===== src/rtl/or1200_evcnt_pkg.sv =====
// Shared encodings for the event counter bank.
// Register selects and CTRL/STATUS bit positions.
package or1200_evcnt_pkg;

  localparam logic [1:0] SEL_COUNT  = 2'd0;
  localparam logic [1:0] SEL_THRESH = 2'd1;
  localparam logic [1:0] SEL_CTRL   = 2'd2;
  localparam logic [1:0] SEL_STATUS = 2'd3;

  localparam int CTRL_EN     = 0;
  localparam int CTRL_IRQ_EN = 1;

  localparam int ST_OVF = 0;
  localparam int ST_HIT = 1;

endpackage


===== src/rtl/or1200_evcnt_chan.sv =====
// One event counter channel: COUNT, THRESH, CTRL, STATUS.
// In: clk, rst (async low), ev, per-register write strobes, wdata. Out: register state.
module or1200_evcnt_chan
  import or1200_evcnt_pkg::*;
#(
  parameter int CNT_W    = 16,
  parameter int SATURATE = 0
) (
  input  logic             clk,
  input  logic             rst,
  input  logic             ev,
  input  logic             wr_count,
  input  logic             wr_thresh,
  input  logic             wr_ctrl,
  input  logic             wr_status,
  input  logic [CNT_W-1:0] wdata,
  output logic [CNT_W-1:0] count,
  output logic [CNT_W-1:0] thresh,
  output logic [1:0]       ctrl,
  output logic [1:0]       status
);

  logic             inc;
  logic             at_max;
  logic             hold;
  logic [CNT_W-1:0] nxt;
  logic             ovf_set;
  logic             hit_set;
  logic [1:0]       set_v;
  logic [1:0]       clr_v;

  // A COUNT write in the same cycle drops the event entirely.
  assign inc     = ev & ctrl[CTRL_EN] & ~wr_count;
  assign at_max  = &count;
  assign hold    = (SATURATE != 0) && at_max;
  assign nxt     = hold ? count : count + 1'b1;
  assign ovf_set = inc & at_max;
  assign hit_set = inc & ~hold & (nxt == thresh);

  always_comb begin
    set_v         = '0;
    set_v[ST_OVF] = ovf_set;
    set_v[ST_HIT] = hit_set;
  end

  assign clr_v = wr_status ? wdata[1:0] : 2'b00;

  always_ff @(posedge clk or negedge rst) begin
    if (!rst) begin
      count  <= '0;
      thresh <= '1;
      ctrl   <= '0;
      status <= '0;
    end else begin
      if (wr_count)
        count <= wdata;
      else if (inc)
        count <= nxt;
      if (wr_thresh)
        thresh <= wdata;
      if (wr_ctrl)
        ctrl <= wdata[1:0];
      // Set beats a concurrent write-1-to-clear.
      status <= set_v | (status & ~clr_v);
    end
  end

endmodule


===== src/rtl/or1200_evcnt_bank.sv =====
// Bank of NUM_CH event counters with SPR-style register port.
// In: clk, rst, ev_i, we_i, re_i, addr_i, wdata_i. Out: rdata_o, rvalid_o, ovf_o, irq_o.
module or1200_evcnt_bank
  import or1200_evcnt_pkg::*;
#(
  parameter int CNT_W    = 16,
  parameter int NUM_CH   = 4,
  parameter int SATURATE = 0,
  localparam int AW      = $clog2(NUM_CH) + 2
) (
  input  logic              clk,
  input  logic              rst,
  input  logic [NUM_CH-1:0] ev_i,
  input  logic              we_i,
  input  logic              re_i,
  input  logic [AW-1:0]     addr_i,
  input  logic [CNT_W-1:0]  wdata_i,
  output logic [CNT_W-1:0]  rdata_o,
  output logic              rvalid_o,
  output logic [NUM_CH-1:0] ovf_o,
  output logic              irq_o
);

  logic [31:0]      ch_idx;
  logic [1:0]       sel;
  logic [CNT_W-1:0] count_a  [NUM_CH];
  logic [CNT_W-1:0] thresh_a [NUM_CH];
  logic [1:0]       ctrl_a   [NUM_CH];
  logic [1:0]       status_a [NUM_CH];
  logic [NUM_CH-1:0] irq_v;
  logic [CNT_W-1:0] rmux;

  // Channel index widened so out-of-range channels simply match nothing.
  assign ch_idx = 32'(addr_i >> 2);
  assign sel    = addr_i[1:0];

  for (genvar c = 0; c < NUM_CH; c++) begin : g_ch
    logic hit;
    assign hit = we_i && (ch_idx == 32'(c));

    or1200_evcnt_chan #(
      .CNT_W    (CNT_W),
      .SATURATE (SATURATE)
    ) u_ch (
      .clk       (clk),
      .rst       (rst),
      .ev        (ev_i[c]),
      .wr_count  (hit && sel == SEL_COUNT),
      .wr_thresh (hit && sel == SEL_THRESH),
      .wr_ctrl   (hit && sel == SEL_CTRL),
      .wr_status (hit && sel == SEL_STATUS),
      .wdata     (wdata_i),
      .count     (count_a[c]),
      .thresh    (thresh_a[c]),
      .ctrl      (ctrl_a[c]),
      .status    (status_a[c])
    );

    assign ovf_o[c] = status_a[c][ST_OVF];
    assign irq_v[c] = status_a[c][ST_HIT]
                    & ctrl_a[c][CTRL_IRQ_EN];
  end

  assign irq_o = |irq_v;

  always_comb begin
    rmux = '0;
    for (int c = 0; c < NUM_CH; c++) begin
      if (ch_idx == 32'(c)) begin
        unique case (sel)
          SEL_COUNT:  rmux = count_a[c];
          SEL_THRESH: rmux = thresh_a[c];
          SEL_CTRL:   rmux = CNT_W'(ctrl_a[c]);
          SEL_STATUS: rmux = CNT_W'(status_a[c]);
        endcase
      end
    end
  end

  // Read samples pre-write state, so a same-cycle write is not visible.
  always_ff @(posedge clk or negedge rst) begin
    if (!rst) begin
      rdata_o  <= '0;
      rvalid_o <= 1'b0;
    end else begin
      rvalid_o <= re_i;
      if (re_i)
        rdata_o <= rmux;
    end
  end

endmodule


===== config.mk =====
export PLATFORM = sky130hd
export DESIGN_NAME = or1200_evcnt_bank
export DESIGN_NICKNAME = d
export VERILOG_FILES = /design/src/rtl/or1200_evcnt_pkg.sv /design/src/rtl/or1200_evcnt_chan.sv /design/src/rtl/or1200_evcnt_bank.sv
export SDC_FILE = /design/constraint.sdc
export NUM_CORES = 1
export LEC_CHECK = 0
export BUFFER_PORTS_ARGS = -buffer_cell sky130_fd_sc_hd__clkbuf_2
export CAP_MARGIN = 20
export CELL_PAD_IN_SITES_DETAIL_PLACEMENT = 0
export CELL_PAD_IN_SITES_GLOBAL_PLACEMENT = 1
export CORE_ASPECT_RATIO = 2
export CORE_UTILIZATION = 44
export DETAILED_ROUTE_END_ITERATION = 10
export GPL_TIMING_DRIVEN = 0
export PLACE_DENSITY_LB_ADDON = 0.1
export SLEW_MARGIN = 20
export SYNTH_ARGS = -nofsm -noshare
export SYNTH_HDL_FRONTEND = slang
export SYNTH_SLANG_ARGS = --single-unit

===== constraint.sdc =====
create_clock -name clk -period 2 [get_ports clk]
set_input_delay 0.1 -clock clk [delete_from_list [all_inputs] [get_ports clk]]
set_output_delay 0.1 -clock clk [all_outputs]
set_load 0.03 [all_outputs]

# After elaboration in Yosys (flattened, before gate mapping)

Cells that the tools add are included.

Flip-flop bits (word level): 161

$add $sub $neg: 4
Eq/ne operators: 10
Multiplexer cells: 20
Bitwise operators: 36
Reduce and logical (&&, ||, !) cells: 31

Operators by type and width:

| operator                | count |
|---|---|
| $pmux W16 S4            | 4 |
| $mux W16                | 12 |
| $add A16 B1 Y16 const B | 4 |
| $eq A16 B16 Y1          | 4 |
| $reduce_and A16 Y1      | 4 |
| $logic_not A32 Y1       | 1 |
| $and A1 B1 Y1           | 20 |
| $logic_and A1 B1 Y1     | 20 |
| $and A2 B2 Y2           | 4 |
| $eq A2 B2 Y1 const B    | 4 |
| $mux W2                 | 4 |
| $not A2 Y2              | 4 |
| $or A2 B2 Y2            | 4 |
| $reduce_bool A2 Y1      | 4 |
| $eq A2 B1 Y1 const B    | 2 |
| $not A1 Y1              | 4 |
| $reduce_or A4 Y1        | 1 |
| $logic_not A2 Y1        | 1 |

# Logic depth before layout (Yosys ltp)

Depth in word-level cells: 7
Depth in mapped cells: 9
Mapped depth without buffers: 7

# By module

Synthesis repeated with hierarchy kept, for this count alone.

Cells, all modules: 1125
Area, all modules: 10782.8 um2

By module, submodules not included:

| module            | times used | cells an instance | area each (um2) | sequential area each (um2) |
|---|---|---|---|---|
| or1200_evcnt_chan | 4          | 227               | 2195.9          | 920.9 |
| or1200_evcnt_bank | 1          | 217               | 1999.4          | 425.4 |

# Worst setup path after synthesis

Ideal clock, no wire load.

Kind: register -> register
From: register g_ch[1].u_ch.count[0]
To: register g_ch[1].u_ch.status[1]
Data arrival time: 1.954 ns
Required time: 1.905 ns
Path slack: -0.050 ns
Cell stages (with the launch flop): 8
Period minus slack after synthesis: 2.050 ns
Cells stage by stage: dfrtp_1 ha_1 and3_1 nand4_1 or4b_1 o211ai_1 a21oi_1 o31ai_1

Longest elaborated chain between the ends: 4

Ends and longest elaborated chain:

| element                | line                    | source |
|---|---|---|
| start, declared        | or1200_evcnt_chan.sv:17 | `output logic [CNT_W-1:0] count,` |
| start signal, assigned | or1200_evcnt_chan.sv:56 | `count <= wdata;` |
| start signal, assigned | or1200_evcnt_chan.sv:58 | `count <= nxt;` |
| $add A16 B1 Y16        | or1200_evcnt_chan.sv:36 | `assign nxt = hold ? count : count + 1'b1;` |
| $eq A16 B16 Y1         | or1200_evcnt_chan.sv:38 | `assign hit_set = inc & ~hold & (nxt == thresh);` |
| $and A1 B1 Y1          | or1200_evcnt_chan.sv:38 |  |
| $or A2 B2 Y2           | or1200_evcnt_chan.sv:64 | `status <= set_v \| (status & ~clr_v);` |
| end signal, assigned   | or1200_evcnt_chan.sv:64 |  |
| end, declared          | or1200_evcnt_chan.sv:20 | `output logic [1:0] status` |

No other way between the ends.
A chain may end at the register's enable or synchronous reset.

# Worst setup path after layout

From: register g_ch[2].u_ch.count[6]
To: register rdata_o[6]

Longest elaborated chain between the ends: 3

Ends and longest elaborated chain:

| element                | line                    | source |
|---|---|---|
| start, declared        | or1200_evcnt_chan.sv:17 |  |
| start signal, assigned | or1200_evcnt_chan.sv:56 |  |
| start signal, assigned | or1200_evcnt_chan.sv:58 |  |
| $pmux W16 S4           | or1200_evcnt_bank.sv:70 | `unique case (sel)` |
| $mux W16 (2 in series) | or1200_evcnt_bank.sv:69 | `if (ch_idx == 32'(c)) begin` |
| end signal, assigned   | or1200_evcnt_bank.sv:88 | `rdata_o <= rmux;` |
| end, declared          | or1200_evcnt_bank.sv:18 | `output logic [CNT_W-1:0] rdata_o,` |

No other way between the ends.

==> impl_metrics.yaml <==
detailed_routing:
  firstDrtPassIters: 8
  viasPerCell: 6.06
  post_drt_wl_per_cell_um: 25.6
  antenna_left: 0
  drt-initial-drc-count: 691
  drc: 4
  finalWirelength_um: 39200
  num_vias: 9277
logic_synthesis:
  yosys_most_used_dff: "dfrtp_1"
  ys_seq_elements: 161
  synth_area_per_cell_um2: 9.40
  yosysSeqAreaShare: 0.388
  synth_edf_count: 0
  syn_nets: 1159
  ys_types: 73
  synthArstFlopShare: 1.00
  yosysWarnings: 0
  synth_area_mm2: 0.0106
  syn_inst: 1127
placement:
  placed_cell_area_mm2: 0.0112
  io_buffers: 46
  hpwl_um: 29000
  gp_congestion: 0.988
clocking:
  cts_buffers: 17
  clkTransAtPathRegs_ns: 0.06
  clock_latency_ns: 0.45
  cts_root_buf: "clkbuf_16"
  cts.htree.levels: 4
  cts_max_path_buffers: 2
  cts_tree: "yes"
  cts.sinks: 161
worst_setup_path:
  crit_family: "compound AO/OA/AOI/OAI gates"
  critPathBufInv: 1
  arrival_ns: 2.38
  cp_max_fo: 3
  cp_cell_sequence: "clkbuf_8 -> mux2i_4 -> nor2_2 -> a21oi_2 -> o21ai_1 -> a222oi_1 -> o22ai_1"
  max_stage_delay_ns: 0.78
  setup.worst_path.end_class: "flop"
  cp-start-kind: "flop"
  crit_required_ns: 2.29
  crit_slowest_cell: "a222oi_1"
  worstSetupPathType: "reg -> reg"
cells_and_area:
  nFillCells: 2184
  nets: 1262
  syn_to_final_growth_pct: 19.0
  drive_gt1_frac: 0.323
  fin_area_mm2: 0.0126
grt:
  grt_pass1_wl_um: 58700
  grtUsageTotal: 0.328
  grt_overflow: 0
  grt_pass1_vias: 9380
  antenna_found_initial: 1
  grt_max_degree: 84
sta:
  slew_headroom: 0.401
  finClkSkew_ns: 0.00709
  setup_ws_ns: -0.0901
  rsz0062_at_grt: "yes"
  worst_pin_slew_ns: 0.898
  finalHoldViolations: 0
  finalCritPeriodShare: 1.05
  min_period_ns: 2.09
  max_freq_mhz: 478
  drv_slew: 0
  setup_viol: 6
floorplan:
  core_area_mm2: 0.0237
  rows: 80
  die-area_mm2: 0.0247
  start_util: 0.446
  die_h_um: 221
  ios: 50
  die_w_um: 112
status:
  violations: "DRC, setup timing"
  status: "complete, but fails checks"
pwr:
  power_density_mw_per_mm2: 1230
  p_leak_nw: 4.80
  total_power_mw: 15.5
  ir_worst_vdd_mv: 0.902
run:
  maxCapViolCount: 0
worst_hold_path:
  worstHoldPathType: "in -> reg"
==> metrics by stage <==
stage                     std cells  setup TNS [ns]  worst slack, ns  hold slack [ns]  utilization
after floorplan                1127               0          0.00451           -0.196            -
after global placement         1460         -310.12            -2.23            0.252        0.472
after detailed placement       1461          -27.20           -0.823            0.180        0.473
after CTS                      1496          -0.104          -0.0322           0.0748        0.511
after global routing           1530          -0.448           -0.131            0.116        0.531
final                          1531          -0.224          -0.0901           0.0932        0.531
==> cells in the final DEF (no fill, tap or decap), types with 42 or more instances in the layout <==
master,n
a21oi_1,55
buf_4,64
clkbuf_2,45
dfrtp_1,76
dfstp_2,64
mux2_2,64
nand2_1,101
nand3_1,42
nor2_1,87
o21ai_0,83
xnor2_1,74
xor2_1,54
==> Yosys cell counts (3+ instances only) <==
| library cell | instances | share of area |
|---|---|---|
| xor2_1 | 55 | 0.045 |
| buf_6 | 5 | 0.0053 |
| nor3_1 | 15 | 0.0071 |
| o221ai_1 | 4 | 0.0033 |
| mux2_2 | 65 | 0.069 |
| o211ai_1 | 3 | 0.0021 |
| nor2b_1 | 16 | 0.0095 |
| a31o_2 | 7 | 0.0058 |
| a41oi_1 | 3 | 0.0025 |
| xnor2_1 | 80 | 0.066 |
| a21oi_1 | 56 | 0.026 |
| and2_1 | 11 | 0.0065 |
| nor2_1 | 91 | 0.032 |
| o31ai_1 | 5 | 0.0035 |
| nor4_1 | 11 | 0.0065 |
| nand2b_1 | 8 | 0.0047 |
| a31oi_1 | 8 | 0.0047 |
| nand4b_1 | 3 | 0.0025 |
| o21ai_0 | 85 | 0.040 |
| mux2_1 | 8 | 0.0085 |
| buf_2 | 29 | 0.014 |
| o22ai_1 | 11 | 0.0065 |
| nand2_1 | 104 | 0.037 |
| mux4_2 | 15 | 0.032 |
| a221oi_1 | 3 | 0.0025 |
| dfrtp_1 | 97 | 0.23 |
| a2bb2oi_1 | 4 | 0.0033 |
| and4_1 | 6 | 0.0050 |
| nand4_1 | 33 | 0.019 |
| dfstp_2 | 64 | 0.16 |
| or3_1 | 7 | 0.0041 |
| nand3_1 | 46 | 0.022 |
| nor3b_1 | 6 | 0.0043 |
| inv_1 | 11 | 0.0039 |
| buf_1 | 6 | 0.0021 |
| and3_1 | 5 | 0.0030 |
| buf_4 | 4 | 0.0028 |
| nand3b_1 | 5 | 0.0035 |
| clkbuf_1 | 49 | 0.017 |
| a2111oi_0 | 4 | 0.0033 |
| ha_1 | 4 | 0.0047 |
| mux2i_1 | 32 | 0.030 |
| a222oi_1 | 6 | 0.0057 |
==> power by group <==
| part | internal [mW] | switching [mW] |
|---|---|---|
| Combinational | 3.05 | 3.28 |
| Sequential | 4.37 | 1.24 |
| Clock | 2.14 | 1.39 |
| Total | 9.56 | 5.91 |
==> path summary, 6_finish.rpt <==
check / to / slack [ns] / startpoint / cells after the start
worst max-delay path: rdata_o[6]$_DFFE_PN0P_ / -0.09 / g_ch[2].u_ch.count[6]$_DFFE_PN0P_ / 7
worst min-delay path: g_ch[2].u_ch.count[2]$_DFFE_PN0P_ / 0.09 / ev_i[2] / 4
worst max register to register: rdata_o[6]$_DFFE_PN0P_ / -0.09 / g_ch[2].u_ch.count[6]$_DFFE_PN0P_ / 7
worst min register to register: rdata_o[0]$_DFFE_PN0P_ / 0.52 / rdata_o[0]$_DFFE_PN0P_ / 1
max in group asynchronous: g_ch[3].u_ch.thresh[14]$_DFFE_PN1P_ / 0.89 / rst / 3
min in group asynchronous: g_ch[0].u_ch.count[10]$_DFFE_PN0P_ / 0.22 / rst / 2
==> state kept, by name, summed over array words and instances (netlist names) <==
register,count
rvalid_o,1
g_ch.u_ch.count,64
g_ch.u_ch.status,8
g_ch.u_ch.thresh,64
rdata_o,16
g_ch.u_ch.ctrl,8
==> metal layers <==
layer,share of wire,wire length [um],GRT usage
met1,0.36,14100,0.355
met2,0.52,20400,0.573
met3,0.041,1630,0.0449
met4,0.078,3080,0.246
met5,0,0,0
==> timing repair <==
item | 4_1_cts | 5_1_grt
buffers inserted | 11 | 39
gates resized for setup | 60 | 59
pin swaps | 12 | 16
setup endpoints to repair | 30 | 17
endpoints found under the hold margin | 56 | 0
hold buffers | 4 | 0
cloned | 0 | 0
==> worst reg2reg max path: stages, from the launching register on <==
cell	delay [ns]
dfrtp_1	0.39
clkbuf_8	0.16
mux2i_4	0.17
nor2_2	0.08
a21oi_2	0.14
o21ai_1	0.07
a222oi_1	0.78
o22ai_1	0.15
==> layout make-up <==
class                      count  area (um^2)  share of cell area
sequential                   161         4140               0.328
inverter                      11         41.3             0.00328
clock inverter                11          160              0.0127
timing repair buffer         101          686              0.0544
multi-input combinational    862         6310               0.501
antenna                        1         2.50            0.000199
tap                          287          359              0.0285
clock buffer                  21          460              0.0365
buffer                        76          448              0.0355
==> logic make-up (layout without fill, tap and decap cells) <==
family / after synthesis / in the layout / share of synthesized area
xor gates and xnor gates: 135 / 135 / 0.112
AOI/OAI and AO/OA: 215 / 215 / 0.123
muxes: 121 / 121 / 0.142
adders and majority gates: 4 / 4 / 0.00473
and+or+nand+nor: 387 / 387 / 0.185
buffers and inverters: 104 / 220 / 0.0453
DFF: 161 / 161 / 0.388
other: 0 / 1 / 0
No activity file was read; power rests on OpenSTA's default activity.
